### config.mk
export PLATFORM = sky130hd
export DESIGN_NAME = m_dram_responder
export DESIGN_NICKNAME = d
export VERILOG_FILES = /design/src/rtl/m_dram_responder_pkg.sv /design/src/rtl/m_dram_responder_lane.sv /design/src/rtl/m_dram_responder.sv
export SDC_FILE = /design/constraint.sdc
export NUM_CORES = 1
export LEC_CHECK = 0
export CORE_ASPECT_RATIO = 0.6
export CORE_MARGIN = 2
export CORE_UTILIZATION = 45
export CTS_CLUSTER_SIZE = 28
export DETAILED_ROUTE_END_ITERATION = 16
export PLACE_DENSITY = 0.77
export SYNTH_ARGS = -nofsm -noshare
export SYNTH_HDL_FRONTEND = slang
export SYNTH_HIERARCHICAL = 1
export SYNTH_SLANG_ARGS = --single-unit
### constraint.sdc
create_clock -name CLK -period 6.3 [get_ports CLK]
set_input_delay 1.26 -clock CLK [delete_from_list [all_inputs] [get_ports CLK]]
set_output_delay 1.26 -clock CLK [all_outputs]
set_load 0.1 [all_outputs]
### src/rtl/m_dram_responder_pkg.sv
// Shared constants for the DRAM responder: funct3 access codes, size fields
// and the arbiter FSM states.
package m_dram_responder_pkg;

    localparam int NCORES_MAX = 32;

    localparam logic [2:0] F3_LB  = 3'b000;
    localparam logic [2:0] F3_LH  = 3'b001;
    localparam logic [2:0] F3_LBU = 3'b100;

    localparam logic [1:0] SZ_BYTE = F3_LB[1:0];
    localparam logic [1:0] SZ_HALF = F3_LH[1:0];
    localparam int         UNSIGNED_BIT = 2;

    typedef enum logic {
        ST_IDLE = 1'b0,
        ST_REQ  = 1'b1
    } state_t;

endpackage

### src/rtl/m_dram_responder_lane.sv
// Combinational lane logic: store replication/strobes and load extract with
// sign or zero extension. Sizes other than byte/half are treated as word.
module m_dram_lane
    import m_dram_responder_pkg::*;
(
    input  logic [2:0]  ctrl,
    input  logic [1:0]  addr_lo,
    input  logic [31:0] wdata,
    input  logic [31:0] rdata,
    output logic [31:0] mem_wdata,
    output logic [3:0]  mem_wstrb,
    output logic [31:0] load_data
);

    logic [1:0]  lane;
    logic [31:0] shifted;
    logic        sign_fill;

    always_comb begin
        mem_wdata = wdata;
        mem_wstrb = 4'b1111;
        lane      = 2'b00;
        case (ctrl[1:0])
            SZ_BYTE: begin
                lane      = addr_lo;
                mem_wdata = {4{wdata[7:0]}};
                mem_wstrb = 4'b0001 << addr_lo;
            end
            SZ_HALF: begin
                lane      = {addr_lo[1], 1'b0};
                mem_wdata = {2{wdata[15:0]}};
                mem_wstrb = 4'b0011 << {addr_lo[1], 1'b0};
            end
            default: ;
        endcase
    end

    // The selected lane is moved to bit 0 before extension.
    always_comb begin
        shifted   = rdata >> {lane, 3'b000};
        sign_fill = 1'b0;
        load_data = shifted;
        case (ctrl[1:0])
            SZ_BYTE: begin
                sign_fill = ~ctrl[UNSIGNED_BIT] & shifted[7];
                load_data = {{24{sign_fill}}, shifted[7:0]};
            end
            SZ_HALF: begin
                sign_fill = ~ctrl[UNSIGNED_BIT] & shifted[15];
                load_data = {{16{sign_fill}}, shifted[15:0]};
            end
            default: ;
        endcase
    end

endmodule

### src/rtl/m_dram_responder.sv
// Memory-side responder: captures per-core load/store pulses and serves them
// round-robin, one at a time, on a single word-wide backend port.
module m_dram_responder
    import m_dram_responder_pkg::*;
#(
    parameter int NCORES = 2,
    parameter int MEM_AW = 30
) (
    input  logic                  CLK,
    input  logic                  RST,
    input  logic [NCORES*32-1:0]  w_dram_addr,
    input  logic [NCORES*32-1:0]  w_dram_wdata,
    input  logic [NCORES-1:0]     w_dram_we_t,
    input  logic [NCORES-1:0]     w_dram_le,
    input  logic [NCORES*3-1:0]   w_dram_ctrl,
    output logic [NCORES*32-1:0]  w_dram_odata,
    output logic [NCORES-1:0]     w_dram_busy,
    output logic [NCORES_MAX-1:0] w_grant,
    output logic                  w_mem_req,
    output logic                  w_mem_we,
    output logic [MEM_AW-1:0]     w_mem_addr,
    output logic [31:0]           w_mem_wdata,
    output logic [3:0]            w_mem_wstrb,
    input  logic                  w_mem_ack,
    input  logic [31:0]           w_mem_rdata
);

    localparam int IW = (NCORES > 1) ? $clog2(NCORES) : 1;

    state_t            state, state_next;
    logic [NCORES-1:0] pending;
    logic [NCORES-1:0] cap_store;
    logic [31:0]       cap_addr  [NCORES];
    logic [31:0]       cap_wdata [NCORES];
    logic [2:0]        cap_ctrl  [NCORES];

    logic [IW-1:0] rr_ptr, cur_idx, pick_idx, sel_idx;
    logic [IW:0]   scan_idx;
    logic          pick_valid, load_mem, finish;
    logic [31:0]   lane_wdata, lane_load;
    logic [3:0]    lane_wstrb;

    assign w_dram_busy = pending;

    // Scanning downward lets the smallest offset from rr_ptr win.
    always_comb begin
        pick_valid = 1'b0;
        pick_idx   = '0;
        scan_idx   = '0;
        for (int i = NCORES - 1; i >= 0; i--) begin
            scan_idx = {1'b0, rr_ptr} + (IW+1)'(i);
            if (scan_idx >= (IW+1)'(NCORES))
                scan_idx = scan_idx - (IW+1)'(NCORES);
            if (pending[scan_idx[IW-1:0]]) begin
                pick_valid = 1'b1;
                pick_idx   = scan_idx[IW-1:0];
            end
        end
    end

    assign sel_idx = (state == ST_REQ) ? cur_idx : pick_idx;

    m_dram_lane u_lane (
        .ctrl      (cap_ctrl[sel_idx]),
        .addr_lo   (cap_addr[sel_idx][1:0]),
        .wdata     (cap_wdata[sel_idx]),
        .rdata     (w_mem_rdata),
        .mem_wdata (lane_wdata),
        .mem_wstrb (lane_wstrb),
        .load_data (lane_load)
    );

    always_ff @(posedge CLK) begin
        if (RST) state <= ST_IDLE;
        else     state <= state_next;
    end

    always_comb begin
        state_next = state;
        load_mem   = 1'b0;
        finish     = 1'b0;
        case (state)
            ST_IDLE: if (pick_valid) begin
                state_next = ST_REQ;
                load_mem   = 1'b1;
            end
            ST_REQ: if (w_mem_ack) begin
                state_next = ST_IDLE;
                finish     = 1'b1;
            end
            default: state_next = ST_IDLE;
        endcase
    end

    // A core's captured fields stay frozen until its transaction completes.
    always_ff @(posedge CLK) begin
        if (RST) begin
            pending   <= '0;
            cap_store <= '0;
            for (int c = 0; c < NCORES; c++) begin
                cap_addr[c]  <= '0;
                cap_wdata[c] <= '0;
                cap_ctrl[c]  <= '0;
            end
        end else begin
            for (int c = 0; c < NCORES; c++) begin
                if (pending[c]) begin
                    if (finish && cur_idx == IW'(c))
                        pending[c] <= 1'b0;
                end else if (w_dram_we_t[c] | w_dram_le[c]) begin
                    pending[c]   <= 1'b1;
                    cap_store[c] <= w_dram_we_t[c];
                    cap_addr[c]  <= w_dram_addr[c*32 +: 32];
                    cap_wdata[c] <= w_dram_wdata[c*32 +: 32];
                    cap_ctrl[c]  <= w_dram_ctrl[c*3 +: 3];
                end
            end
        end
    end

    always_ff @(posedge CLK) begin
        if (RST) begin
            w_mem_req    <= 1'b0;
            w_mem_we     <= 1'b0;
            w_mem_addr   <= '0;
            w_mem_wdata  <= '0;
            w_mem_wstrb  <= '0;
            w_grant      <= '0;
            rr_ptr       <= '0;
            cur_idx      <= '0;
            w_dram_odata <= '0;
        end else begin
            if (load_mem) begin
                w_mem_req   <= 1'b1;
                w_mem_we    <= cap_store[pick_idx];
                w_mem_addr  <= cap_addr[pick_idx][MEM_AW+1:2];
                w_mem_wdata <= lane_wdata;
                w_mem_wstrb <= cap_store[pick_idx] ? lane_wstrb : 4'b0000;
                w_grant     <= NCORES_MAX'(1) << pick_idx;
                cur_idx     <= pick_idx;
            end
            if (finish) begin
                w_mem_req <= 1'b0;
                w_grant   <= '0;
                rr_ptr    <= (cur_idx == IW'(NCORES - 1)) ? '0 : cur_idx + 1'b1;
                if (!cap_store[cur_idx])
                    w_dram_odata[{cur_idx, 5'b00000} +: 32] <= lane_load;
            end
        end
    end

endmodule

==> run metrics <==
status=finished, final reports clean; DRT iter0 DRCs=1059; H-Tree Depth=1; number of max-cap violations=0; CTS buffer count=27; Clock Sinks=275; Max rail drop VDD=0.155 mV; Clock Pin Slew Worst Setup and Hold Paths=0.06 ns; vias in the first global route=8750; crit end category=flip-flop; post-synthesis cell count=1123; Avg Inst Size Synth=10.8 µm²; Tcrit/Tclk final=73.0%; die area=28200 µm²; ys flop type=dfxtp_1; DIE WIDTH=216 µm; Pleak=6.04 nW; WP data required=6.75 ns; # rows=46; min cycle time layout=4.60 ns; setup ws final=1.70 ns; #FFs+latches synth=275; ANT nets after route=0; vias per cell=5.27; clock buffer depth=3; gpl congestion=0.852; design area=16000 µm²; combinational share of power=26.5%; Area contributors post-synth=edfxtp_1, dfxtp_1, nand2_1; Worst Setup Start Kind=flip-flop; Max Fclk=0.217 GHz; Yosys top cell by area=edfxtp_1; DRT Pass-1 Iters=5; placed cell area=15100 µm²; EDFF count, synth=134; Net Sw Frac=33.3%; Sequential Power Share=42.1%; drt drc=0; Worst Max-Slew Pin Slew=1.05 ns; sw power=1.68 mW; DP HPWL=22.9 mm; All-Layer GR Usage=22.9%; Core Area=26400 µm²; Synth cell types=56; HP Class=reg -> reg; Crit Path Class=reg -> reg; global-route wire length before repair=50.2 mm; Fin Hold WS=0.454 ns; CTS tree=yes; Slew Limit Fails=0; nets=1551; FFs w/ async S/R, synth=0%; Die Y=131 µm; P&R area growth vs syn=32.1%; initial antenna violation count=1; post_cts resized=0; area fraction of the dominant cell type after synthesis=33.3%; synthesized area=12100 µm²; final hold viol count=0; setup bufs post-CTS=0; Worst Path Arrival=5.05 ns; Layout Cells excl Fill=1759; Post-Route WL=33.8 mm; clock network fraction of total power=31.4%; slew margin rel.=30.1%; placed insts=1709; largest net degree at the start of global routing=93; synth warn=6; DP Worst Slack=1.81 ns; Initial Utilization=45.8%; IO buf count=308; RSZ-0062 raised after global routing=no; pwr/cell area=315 nW/µm²; clk root buf=clkbuf_16; # setup viols final=0; I/O Pins=339; DR WL/cell=19.2 µm; Int Pwr=3.36 mW; routed vias=9262; Crit Path Max Fanout=54; total global routing overflow=0; share of cells above drive strength 1=9.01%; Clock Skew=0.0114 ns; hold_buf cts=0; Seq/Total Area, Yosys=56.6%; Clk Latency, worst-skew pair=0.53 ns; Final TNS setup=0 ns
-- power groups by stage --
| stage | logic (mW) | clock network (mW) | registers, mW |
|---|---|---|---|
| after global placement | 1.32 | 0 | 2.15 |
| after detailed placement | 1.33 | 0 | 2.16 |
| after global routing | 1.41 | 1.68 | 2.14 |
| after CTS | 1.34 | 1.61 | 2.12 |
| after floorplan | 0.596 | 0 | 2.56 |
| final | 1.33 | 1.58 | 2.12 |
-- layout make-up --
cell class	count	area (µm²)
clock buffer	35	726
tap	360	450
clock inverter	14	133
inverter	13	48.8
antenna	1	2.50
multi-input combinational	743	4620
fill	2153	10400
timing repair buffer	318	3160
sequential	275	6850
-- through the flow --
stage / util (%) / power [mW]
2_1_floorplan: - / 3.16
3_3_place_gp: 57.2 / 3.47
3_5_place_dp: 57.2 / 3.49
4_1_cts: 60.5 / 5.07
5_1_grt: 60.5 / 5.23
6_report: 60.5 / 5.04
-- per-layer routing --
| metal | GRT usage (%) | up-vias | wire length (µm) |
|---|---|---|---|
| met5 | 0 | - | 0 |
| met4 | 5.68 | 0 | 822 |
| met3 | 5.09 | 67 | 2670 |
| met2 | 37.1 | 392 | 15500 |
| met1 | 31.6 | 4468 | 14700 |
| li1 | - | 4335 | - |
-- cells by family (layout without fill, tap and decap cells) --
family | count (synthesis) | count (layout) | synth area share (%)
AND/OR/NAND/NOR | 463 | 463 | 18.9
flip-flops | 275 | 275 | 56.6
AO/OA/AOI/OAI | 181 | 181 | 10.2
buffers and inverters | 134 | 380 | 6.59
multiplexers | 69 | 69 | 7.70
other | 1 | 31 | 0.0310
-- synth_stat cells, types with 2 or more instances --
library cell / instances
nand2b_1: 7
mux4_2: 3
buf_4: 54
o21ai_2: 2
mux2i_1: 9
o311ai_0: 3
buf_2: 25
buf_8: 2
dfxtp_1: 141
or4_1: 3
and2_1: 135
buf_1: 8
edfxtp_1: 134
buf_6: 5
inv_1: 12
o21ai_0: 19
nor2_1: 6
clkbuf_1: 27
a221o_1: 38
mux2_4: 19
nand3_1: 22
nor2b_1: 4
o21a_1: 2
and3_1: 31
a21oi_1: 103
mux4_1: 4
o21bai_1: 2
nor3_1: 2
nand2_1: 241
mux2_2: 34
-- placed cells by master, fill, tap and decap left out, drive strengths merged, types with 12 or more instances in the layout --
cell type,Yosys,final
a21oi,104,104
a221o,38,38
and2,135,135
and3,31,31
clkbuf,27,35
clkdlybuf4s50,0,307
clkinv,0,12
conb,1,30
dfxtp,141,141
edfxtp,134,134
inv,13,13
mux2,53,53
nand2,242,242
nand3,22,22
o21ai,21,21
-- flip-flops by register name, summed over array words and instances (netlist names), 4 cells and up --
signal,cells
w_dram_odata,64
w_mem_addr,30
cap_wdata,64
w_mem_wdata,32
cap_ctrl,6
w_mem_wstrb,4
cap_addr,64
-- worst max-delay path: stages, from the launching register on --
cell and delay [ns]:
dfxtp_1 0.64, nand2b_1 0.32, o21ai_4 0.66, mux2_4 0.59
nor2_1 0.84, nand2_1 0.30, a2111oi_4 0.66, a221o_1 0.26
nand2_1 0.07, a21oi_1 0.14
-- path summary, 6_finish.rpt --
| kind | end | cells after the start | slack (ns) | start |
|---|---|---|---|---|
| worst max-delay path | w_dram_odata[13] | 9 | 1.70 | w_dram_busy[1] |
| worst min-delay path | w_mem_wdata[30] | 2 | 0.45 | w_mem_wdata[30] |
| worst max register to register | w_dram_odata[13] | 9 | 1.70 | w_dram_busy[1] |
| worst min register to register | w_mem_wdata[30] | 2 | 0.45 | w_mem_wdata[30] |
(Power assumes the default switching activity.)
